<file path="src/rtl/dvp_capture_rgb565.sv">
// -----------------------------------------------------------------------------
// dvp_capture_rgb565
//
// Camera-side capture stage for the OV5640 path. Samples the 8-bit DVP bus
// (VSYNC / HREF / D[7:0]) on PCLK and packs byte pairs into RGB565 pixels
// that are written into the input FIFO drained by control_frame_buffer. The
// block also measures the active frame geometry (pixels per line, lines per
// frame) and presents it to the frame-buffer controller once per frame.
//
// Parameters:
//   DATA_WIDTH         pixel word width, RGB565 only (16)
//   VSYNC_ACTIVE_HIGH  1: VSYNC high during blanking, 0: inverted polarity
//   MAX_DIM_WIDTH      width of the pixel/line counters (<= 16)
//
// Ports:
//   clk_i               camera PCLK, the only clock (rising edge)
//   resetn_i            asynchronous active-low reset
//   vsync_i             DVP frame sync
//   href_i              DVP line valid
//   data_i [7:0]        DVP data byte
//   full_i              input FIFO full
//   wr_o                FIFO write strobe, one cycle per pixel
//   data_o [15:0]       pixel {first_byte, second_byte}
//   resolution_width_o  pixels per line of the last completed frame
//   resolution_depth_o  lines of the last completed frame
//   frame_done_o        one-cycle pulse when a frame completes
//   overflow_o          sticky, a pixel was lost to full_i
//
// Optional feature (compile-time macro):
//   DVP_FRAME_DECIMATE_EN  when defined, only every other frame is written to
//                          the FIFO; geometry and frame_done_o still follow
//                          every frame.
// -----------------------------------------------------------------------------
module dvp_capture_rgb565 #(
  parameter int DATA_WIDTH        = 16,
  parameter bit VSYNC_ACTIVE_HIGH = 1'b1,
  parameter int MAX_DIM_WIDTH     = 16
) (
  input  logic                  clk_i,
  input  logic                  resetn_i,
  input  logic                  vsync_i,
  input  logic                  href_i,
  input  logic [7:0]            data_i,
  input  logic                  full_i,
  output logic                  wr_o,
  output logic [DATA_WIDTH-1:0] data_o,
  output logic [15:0]           resolution_width_o,
  output logic [15:0]           resolution_depth_o,
  output logic                  frame_done_o,
  output logic                  overflow_o
);

  typedef enum logic [1:0] {
    SYNC  = 2'd0,
    FRAME = 2'd1,
    DROP  = 2'd2
  } state_t;

  // The vsync pipeline resets to the blanking-inactive level so that a reset
  // released in the middle of an active frame never looks like a frame start.
  localparam logic VS_IDLE = !VSYNC_ACTIVE_HIGH;
  localparam logic [MAX_DIM_WIDTH-1:0] DIM_ONE = MAX_DIM_WIDTH'(1);

  // Counters saturate at all-ones instead of wrapping.
  function automatic logic [MAX_DIM_WIDTH-1:0] sat_inc(input logic [MAX_DIM_WIDTH-1:0] value);
    return (&value) ? value : value + DIM_ONE;
  endfunction

  logic                     vsync_q;
  logic                     href_q;
  logic [7:0]               data_q;
  logic                     vsync_d;
  logic                     href_d;

  logic                     vs_active;
  logic                     vs_active_d;
  logic                     vs_assert;
  logic                     vs_deassert;
  logic                     href_rise;
  logic                     href_fall;

  logic                     phase_q;
  logic                     byte_phase;
  logic [7:0]               high_byte_q;
  logic                     pixel_done;

  state_t                   state_q;
  state_t                   state_d;
  logic                     frame_start;
  logic                     frame_end;
  logic                     pixel_write;
  logic                     pixel_lost;
  logic                     frame_written;

  logic [MAX_DIM_WIDTH-1:0] pix_cnt_q;
  logic [MAX_DIM_WIDTH-1:0] line_width_q;
  logic [MAX_DIM_WIDTH-1:0] line_cnt_q;
  logic                     line_counted;
  logic [MAX_DIM_WIDTH-1:0] line_cnt_next;
  logic [MAX_DIM_WIDTH-1:0] width_now;

  // Single input register stage for the whole DVP bus, plus a second delayed
  // copy of the sync signals used only for edge detection.
  always_ff @(posedge clk_i or negedge resetn_i) begin
    if (!resetn_i) begin
      vsync_q <= VS_IDLE;
      href_q  <= 1'b0;
      data_q  <= 8'h00;
      vsync_d <= VS_IDLE;
      href_d  <= 1'b0;
    end else begin
      vsync_q <= vsync_i;
      href_q  <= href_i;
      data_q  <= data_i;
      vsync_d <= vsync_q;
      href_d  <= href_q;
    end
  end

  assign vs_active   = (vsync_q == VSYNC_ACTIVE_HIGH);
  assign vs_active_d = (vsync_d == VSYNC_ACTIVE_HIGH);
  assign vs_assert   = vs_active & ~vs_active_d;
  assign vs_deassert = ~vs_active & vs_active_d;
  assign href_rise   = href_q & ~href_d;
  assign href_fall   = ~href_q & href_d;

  // The first byte of every line is always a high byte, even if the previous
  // line ended on an odd byte, so the phase is forced to 0 on HREF rise.
  assign byte_phase = href_rise ? 1'b0 : phase_q;
  assign pixel_done = href_q & byte_phase;

  // Byte phase tracking and high-byte holding register.
  always_ff @(posedge clk_i or negedge resetn_i) begin
    if (!resetn_i) begin
      phase_q     <= 1'b0;
      high_byte_q <= 8'h00;
    end else begin
      if (href_q) begin
        phase_q <= ~byte_phase;
        if (!byte_phase) begin
          high_byte_q <= data_q;
        end
      end else begin
        phase_q <= 1'b0;
      end
    end
  end

`ifdef DVP_FRAME_DECIMATE_EN
  logic skip_q;
  logic frame_close;

  // Any frame that reached FRAME counts for decimation, including frames that
  // were abandoned in DROP, so the written/skipped cadence stays regular.
  assign frame_close = vs_assert & ((state_q == FRAME) | (state_q == DROP));

  // Decimation toggle: frames seen with the toggle set are measured but not
  // written to the FIFO.
  always_ff @(posedge clk_i or negedge resetn_i) begin
    if (!resetn_i) begin
      skip_q <= 1'b0;
    end else if (frame_close) begin
      skip_q <= ~skip_q;
    end
  end

  assign frame_written = ~skip_q;
`else
  assign frame_written = 1'b1;
`endif

  // Frame state register.
  always_ff @(posedge clk_i or negedge resetn_i) begin
    if (!resetn_i) begin
      state_q <= SYNC;
    end else begin
      state_q <= state_d;
    end
  end

  // Next-state and per-cycle control decode. A pixel lost to full_i abandons
  // the frame; if that coincides with VSYNC assertion the frame still closes
  // without publishing geometry.
  always_comb begin
    state_d     = state_q;
    frame_start = 1'b0;
    frame_end   = 1'b0;
    pixel_write = 1'b0;
    pixel_lost  = 1'b0;
    case (state_q)
      SYNC: begin
        if (vs_deassert) begin
          state_d     = FRAME;
          frame_start = 1'b1;
        end
      end
      FRAME: begin
        if (pixel_done && frame_written) begin
          if (full_i) begin
            pixel_lost = 1'b1;
          end else begin
            pixel_write = 1'b1;
          end
        end
        if (vs_assert) begin
          state_d   = SYNC;
          frame_end = ~pixel_lost;
        end else if (pixel_lost) begin
          state_d = DROP;
        end
      end
      DROP: begin
        if (vs_assert) begin
          state_d = SYNC;
        end
      end
      default: begin
        state_d = SYNC;
      end
    endcase
  end

  // Pack register and FIFO-side status. data_o holds the last written pixel
  // between strobes.
  always_ff @(posedge clk_i or negedge resetn_i) begin
    if (!resetn_i) begin
      wr_o         <= 1'b0;
      data_o       <= '0;
      frame_done_o <= 1'b0;
      overflow_o   <= 1'b0;
    end else begin
      wr_o         <= pixel_write;
      frame_done_o <= frame_end;
      if (pixel_write) begin
        data_o <= DATA_WIDTH'({high_byte_q, data_q});
      end
      if (pixel_lost) begin
        overflow_o <= 1'b1;
      end
    end
  end

  // A line that ends in the same registered cycle as VSYNC assertion must
  // still be counted, so the frame-end latch uses these look-ahead values.
  assign line_counted  = href_fall & (state_q == FRAME);
  assign line_cnt_next = line_counted ? sat_inc(line_cnt_q) : line_cnt_q;
  assign width_now     = href_fall ? pix_cnt_q : line_width_q;

  // Pixel counter per line and the width captured at the end of each line.
  always_ff @(posedge clk_i or negedge resetn_i) begin
    if (!resetn_i) begin
      pix_cnt_q    <= '0;
      line_width_q <= '0;
    end else begin
      if (href_rise) begin
        pix_cnt_q <= '0;
      end else if (pixel_done) begin
        pix_cnt_q <= sat_inc(pix_cnt_q);
      end
      if (href_fall) begin
        line_width_q <= pix_cnt_q;
      end
    end
  end

  // Line counter for the frame currently being captured.
  always_ff @(posedge clk_i or negedge resetn_i) begin
    if (!resetn_i) begin
      line_cnt_q <= '0;
    end else if (frame_start) begin
      line_cnt_q <= '0;
    end else begin
      line_cnt_q <= line_cnt_next;
    end
  end

  // Geometry outputs change only at a clean frame end, together with the
  // frame_done_o pulse.
  always_ff @(posedge clk_i or negedge resetn_i) begin
    if (!resetn_i) begin
      resolution_width_o <= 16'h0000;
      resolution_depth_o <= 16'h0000;
    end else if (frame_end) begin
      resolution_width_o <= 16'(width_now);
      resolution_depth_o <= 16'(line_cnt_next);
    end
  end

endmodule

</file>
<file path="config.mk">
export PLATFORM = sky130hd
export DESIGN_NAME = dvp_capture_rgb565
export DESIGN_NICKNAME = d
export VERILOG_FILES = /design/src/rtl/dvp_capture_rgb565.sv
export SDC_FILE = /design/constraint.sdc
export NUM_CORES = 1
export LEC_CHECK = 0
export ABC_AREA = 0
export CAP_MARGIN = 25
export CORE_ASPECT_RATIO = 0.5
export CORE_MARGIN = 4
export CORE_UTILIZATION = 30
export DETAILED_ROUTE_END_ITERATION = 8
export PLACE_DENSITY = 0.46
export SLEW_MARGIN = 20
export SYNTH_ARGS = -nofsm -noshare
export SYNTH_HDL_FRONTEND = slang
export SYNTH_SLANG_ARGS = --single-unit
</file>
<file path="constraint.sdc">
create_clock -name clk_i -period 1.6 [get_ports clk_i]
set_input_delay 0.24 -clock clk_i [delete_from_list [all_inputs] [get_ports clk_i]]
set_output_delay 0.24 -clock clk_i [all_outputs]
set_load 0.05 [all_outputs]
</file>
==> results.toml <==
[status]
outcome = "finished, violations left"
failed_checks = "setup timing"

[yosys]
synth.top_cell.area_share_pct = 61.7
synth_compound_area_share_pct = 4.88
synth-simple-area-share_pct = 21.7
synth_xor_area_share_pct = 3.01
synth_fa_ha_area_share_pct = 0.506
syn_area_um2 = 4950
synth.ff_latch_count = 122
yosys_warnings = 0
synth_cell_types = 42
synth_area_leaders = "dfrtp_1, nand2_1, mux2_2"
synth_top_family_by_area = "simple AND/OR/NAND/NOR gates"
ys_seq_area_share_pct = 61.7
yosysTopAreaCell = "dfrtp_1"
netlist_instances = 465
muxShareOfSynthArea_pct = 6.43
syn_nets = 480
syn_area_per_cell_um2 = 10.6

[critical_path]
path_buf_inv = 0
rr_startpoint = "line_cnt_q[0]"
crit_path_max_incr_delay_ns = 0.42
worst_setup_path_start_kind = "flop"
path_max_fanout = 4
path_class = "reg -> reg"
crit_chain = "ha_4 > nand2_2 > or3_4 > nand4_1 > xor2_2 > o21ai_1"
cp_top_family = "simple AND/OR/NAND/NOR gates"
end_kind = "flop"
worstPathRequired_ns = 1.90
crit_arrival_ns = 1.96
crit_start = "line_cnt_q[0]"
cp_slowest_cell = "or3_4"

[floorplanning]
start_util_pct = 31.4
rows = 32
core_area_um2 = 15800
fp.dieH_um = 98.8
io_pins = 64
dieArea_um2 = 18700
die_w_um = 190

[sta]
setup_viol = 17
period_needed_ns = 1.67
rsz0062_at_grt = "yes"
max_freq_mhz = 600
fin_worst_skew_ns = 0.0129
hold_viol = 0
drv_slew = 0
setup_slack_ns = -0.0661
timing.hold.ws_ns = 0.260
maxSlewHeadroom_pct = 78.2
worst_pin_slew_ns = 0.327
fin_crit_sh_pct = 104

[route]
drt_wl_total_um = 13200
drtAntennaViolNets = 0
routed_via_density = 4.46
wl_per_cell_um = 15.3
remaining_drc_errors = 0
first_pass_iters = 4
drt_iter0_drc = 150
vias = 3858

[clock_network]
htreeDepth = 4
cts_tree = "yes"
numCtsBuffers = 17
clkSlewWorstSetupHoldPaths_ns = 0.06
clk_latency_ns = 0.41
clk_path_buf_depth = 2
clock_sinks = 122
root_buffer = "clkbuf_16"

[place]
dp_hpwl_um = 7920
io_buffer_count = 63
globalplace.congestion = 0.799
dp_cells = 805
post_dp_cell_area_um2 = 6240

[final_layout]
layoutNonFillerInstCount = 865
design_area_um2 = 7760
drive_gt1_share_pct = 43.9
multi_input_area_um2 = 2240
area_growth_pct = 56.9
diodes = 0
regArea_um2 = 3050
fin_nets = 646
fillers = 1438
finish.utilization_pct = 49.2

[grt]
track_usage_pct = 13.0
overflow = 0
grt_pass1_wl_um = 19400
antenna_found_initial = 0
grt_pass1_vias = 3834
grt_max_degree = 61

[power_and_ir_drop]
powerDensity_nw_per_um2 = 1260
max-vdd-ir-drop_uv = 716
p_leak_nw = 3.75

[hold_path]
min_path_type = "in -> async"

[job]
cap_violations = 0
## cell families after synthesis
logic type                 count (synthesis)
and+or+nand+nor                          234
DFF                                      122
AOI/OAI and AO/OA                         42
muxes                                     29
buffers and inverters                     19
xor gates and xnor gates                  17
adders and majority gates                  2
## registers in the layout, indices dropped and copies added, names as in the netlist, 2 cells and up
register,count
data_o,16
data_q,8
high_byte_q,8
line_cnt_q,16
line_width_q,16
pix_cnt_q,16
resolution_depth_o,16
resolution_width_o,16
state_q,2
## routing by layer
metal | up-vias | GRT usage, % | share of wire [%]
met4 | 0 | 4.89 | 0.76
met1 | 1911 | 17.3 | 51
li1 | 1903 | - | -
met3 | 9 | 3.33 | 1.8
met2 | 35 | 20.5 | 46
met5 | - | 0 | 0
## repair_timing
item | CTS | global route
setup endpoints to repair | 68 | 70
pin swaps | 19 | 51
resized for setup | 37 | 92
buffers inserted | 5 | 13
endpoints found under the hold margin | 19 | 0
hold buffers | 1 | 0
gates cloned | 0 | 9
## through the flow
step                setup TNS, ns  worst slack [ns]  power [mW]
floorplan                  -0.180           -0.0617        4.68
global placement            -3.06            -0.134        5.38
detailed placement          -5.14            -0.173        5.39
CTS                        -0.259           -0.0836        9.68
global route                -3.36            -0.164        10.2
finish                     -0.281           -0.0661        9.76
## cell type report
class                           count  share of cell area [%]
Clock buffer                       17                    5.48
Clock inverter                     15                    2.76
Inverter                            5                   0.274
Multi-Input combinational cell    324                    28.9
Sequential cell                   122                    39.3
Tap cell                          221                    3.56
Timing Repair Buffer              161                    19.7
## report_power, final
part | leakage, nW | switching [mW] | total, mW | internal, mW
Clock | 0.311 | 1.53 | 4.17 | 2.64
Sequential | 1.62 | 0.211 | 3.59 | 3.38
Combinational | 1.81 | 1.28 | 2.00 | 0.717
Total | 3.75 | 3.02 | 9.76 | 6.75
## worst register-to-register path, stage by stage (launching register included)
cell and delay (ns):
dfrtp_1 0.40, ha_4 0.19, nand2_2 0.12, or3_4 0.42, nand4_1 0.16, xor2_2 0.19, o21ai_1 0.09
## cells in the mapped netlist, drive strengths merged
| library cell | n |
|---|---|
| nand4 | 6 |
| or2b | 1 |
| a2111oi | 1 |
| mux2i | 7 |
| nand4b | 1 |
| nor2b | 2 |
| and2b | 1 |
| a31o | 1 |
| xor2 | 4 |
| a31oi | 2 |
| clkbuf | 8 |
| or3 | 2 |
| nor4 | 6 |
| nor4bb | 1 |
| nor4b | 2 |
| a21oi | 12 |
| nand2 | 135 |
| dfrtp | 122 |
| mux2 | 22 |
| inv | 4 |
| nand3 | 17 |
| clkinv | 1 |
| nor3 | 10 |
| o21ai | 22 |
| a211oi | 1 |
| and3 | 5 |
| xnor2 | 13 |
| nand4bb | 1 |
| and4 | 1 |
| o31ai | 1 |
| nor2 | 35 |
| ha | 2 |
| buf | 6 |
| a21boi | 1 |
| a211o | 1 |
| nand3b | 1 |
| nand2b | 7 |
## path summary, 6_finish.rpt
check,end,slack (ns),cells after the start
hold reg to reg,vs_active_d,0.40,0
min in group clk_i,data_q[7],0.27,1
hold / removal,resolution_depth_o[10],0.26,2
setup / recovery,resolution_depth_o[9],-0.07,6
setup reg to reg,resolution_depth_o[9],-0.07,6
max in group asynchronous,wr_o,0.71,3
## placed cells by master (no fill, tap or decap), drive strengths merged, types with 4 or more instances in the layout
cell type      count
nand2b             7
a21oi             12
nor4               6
clkdlybuf4s50     11
o21ai             22
nand3             17
clkbuf            25
bufinv             4
nor3              10
clkinv             5
dfrtp            122
mux2              22
inv               10
xnor2             13
xor2               4
buf              141
nor2              35
and3               5
nand4              6
nand2            135
mux2i              7
Note: power is estimated with default switching activity, not from simulation.
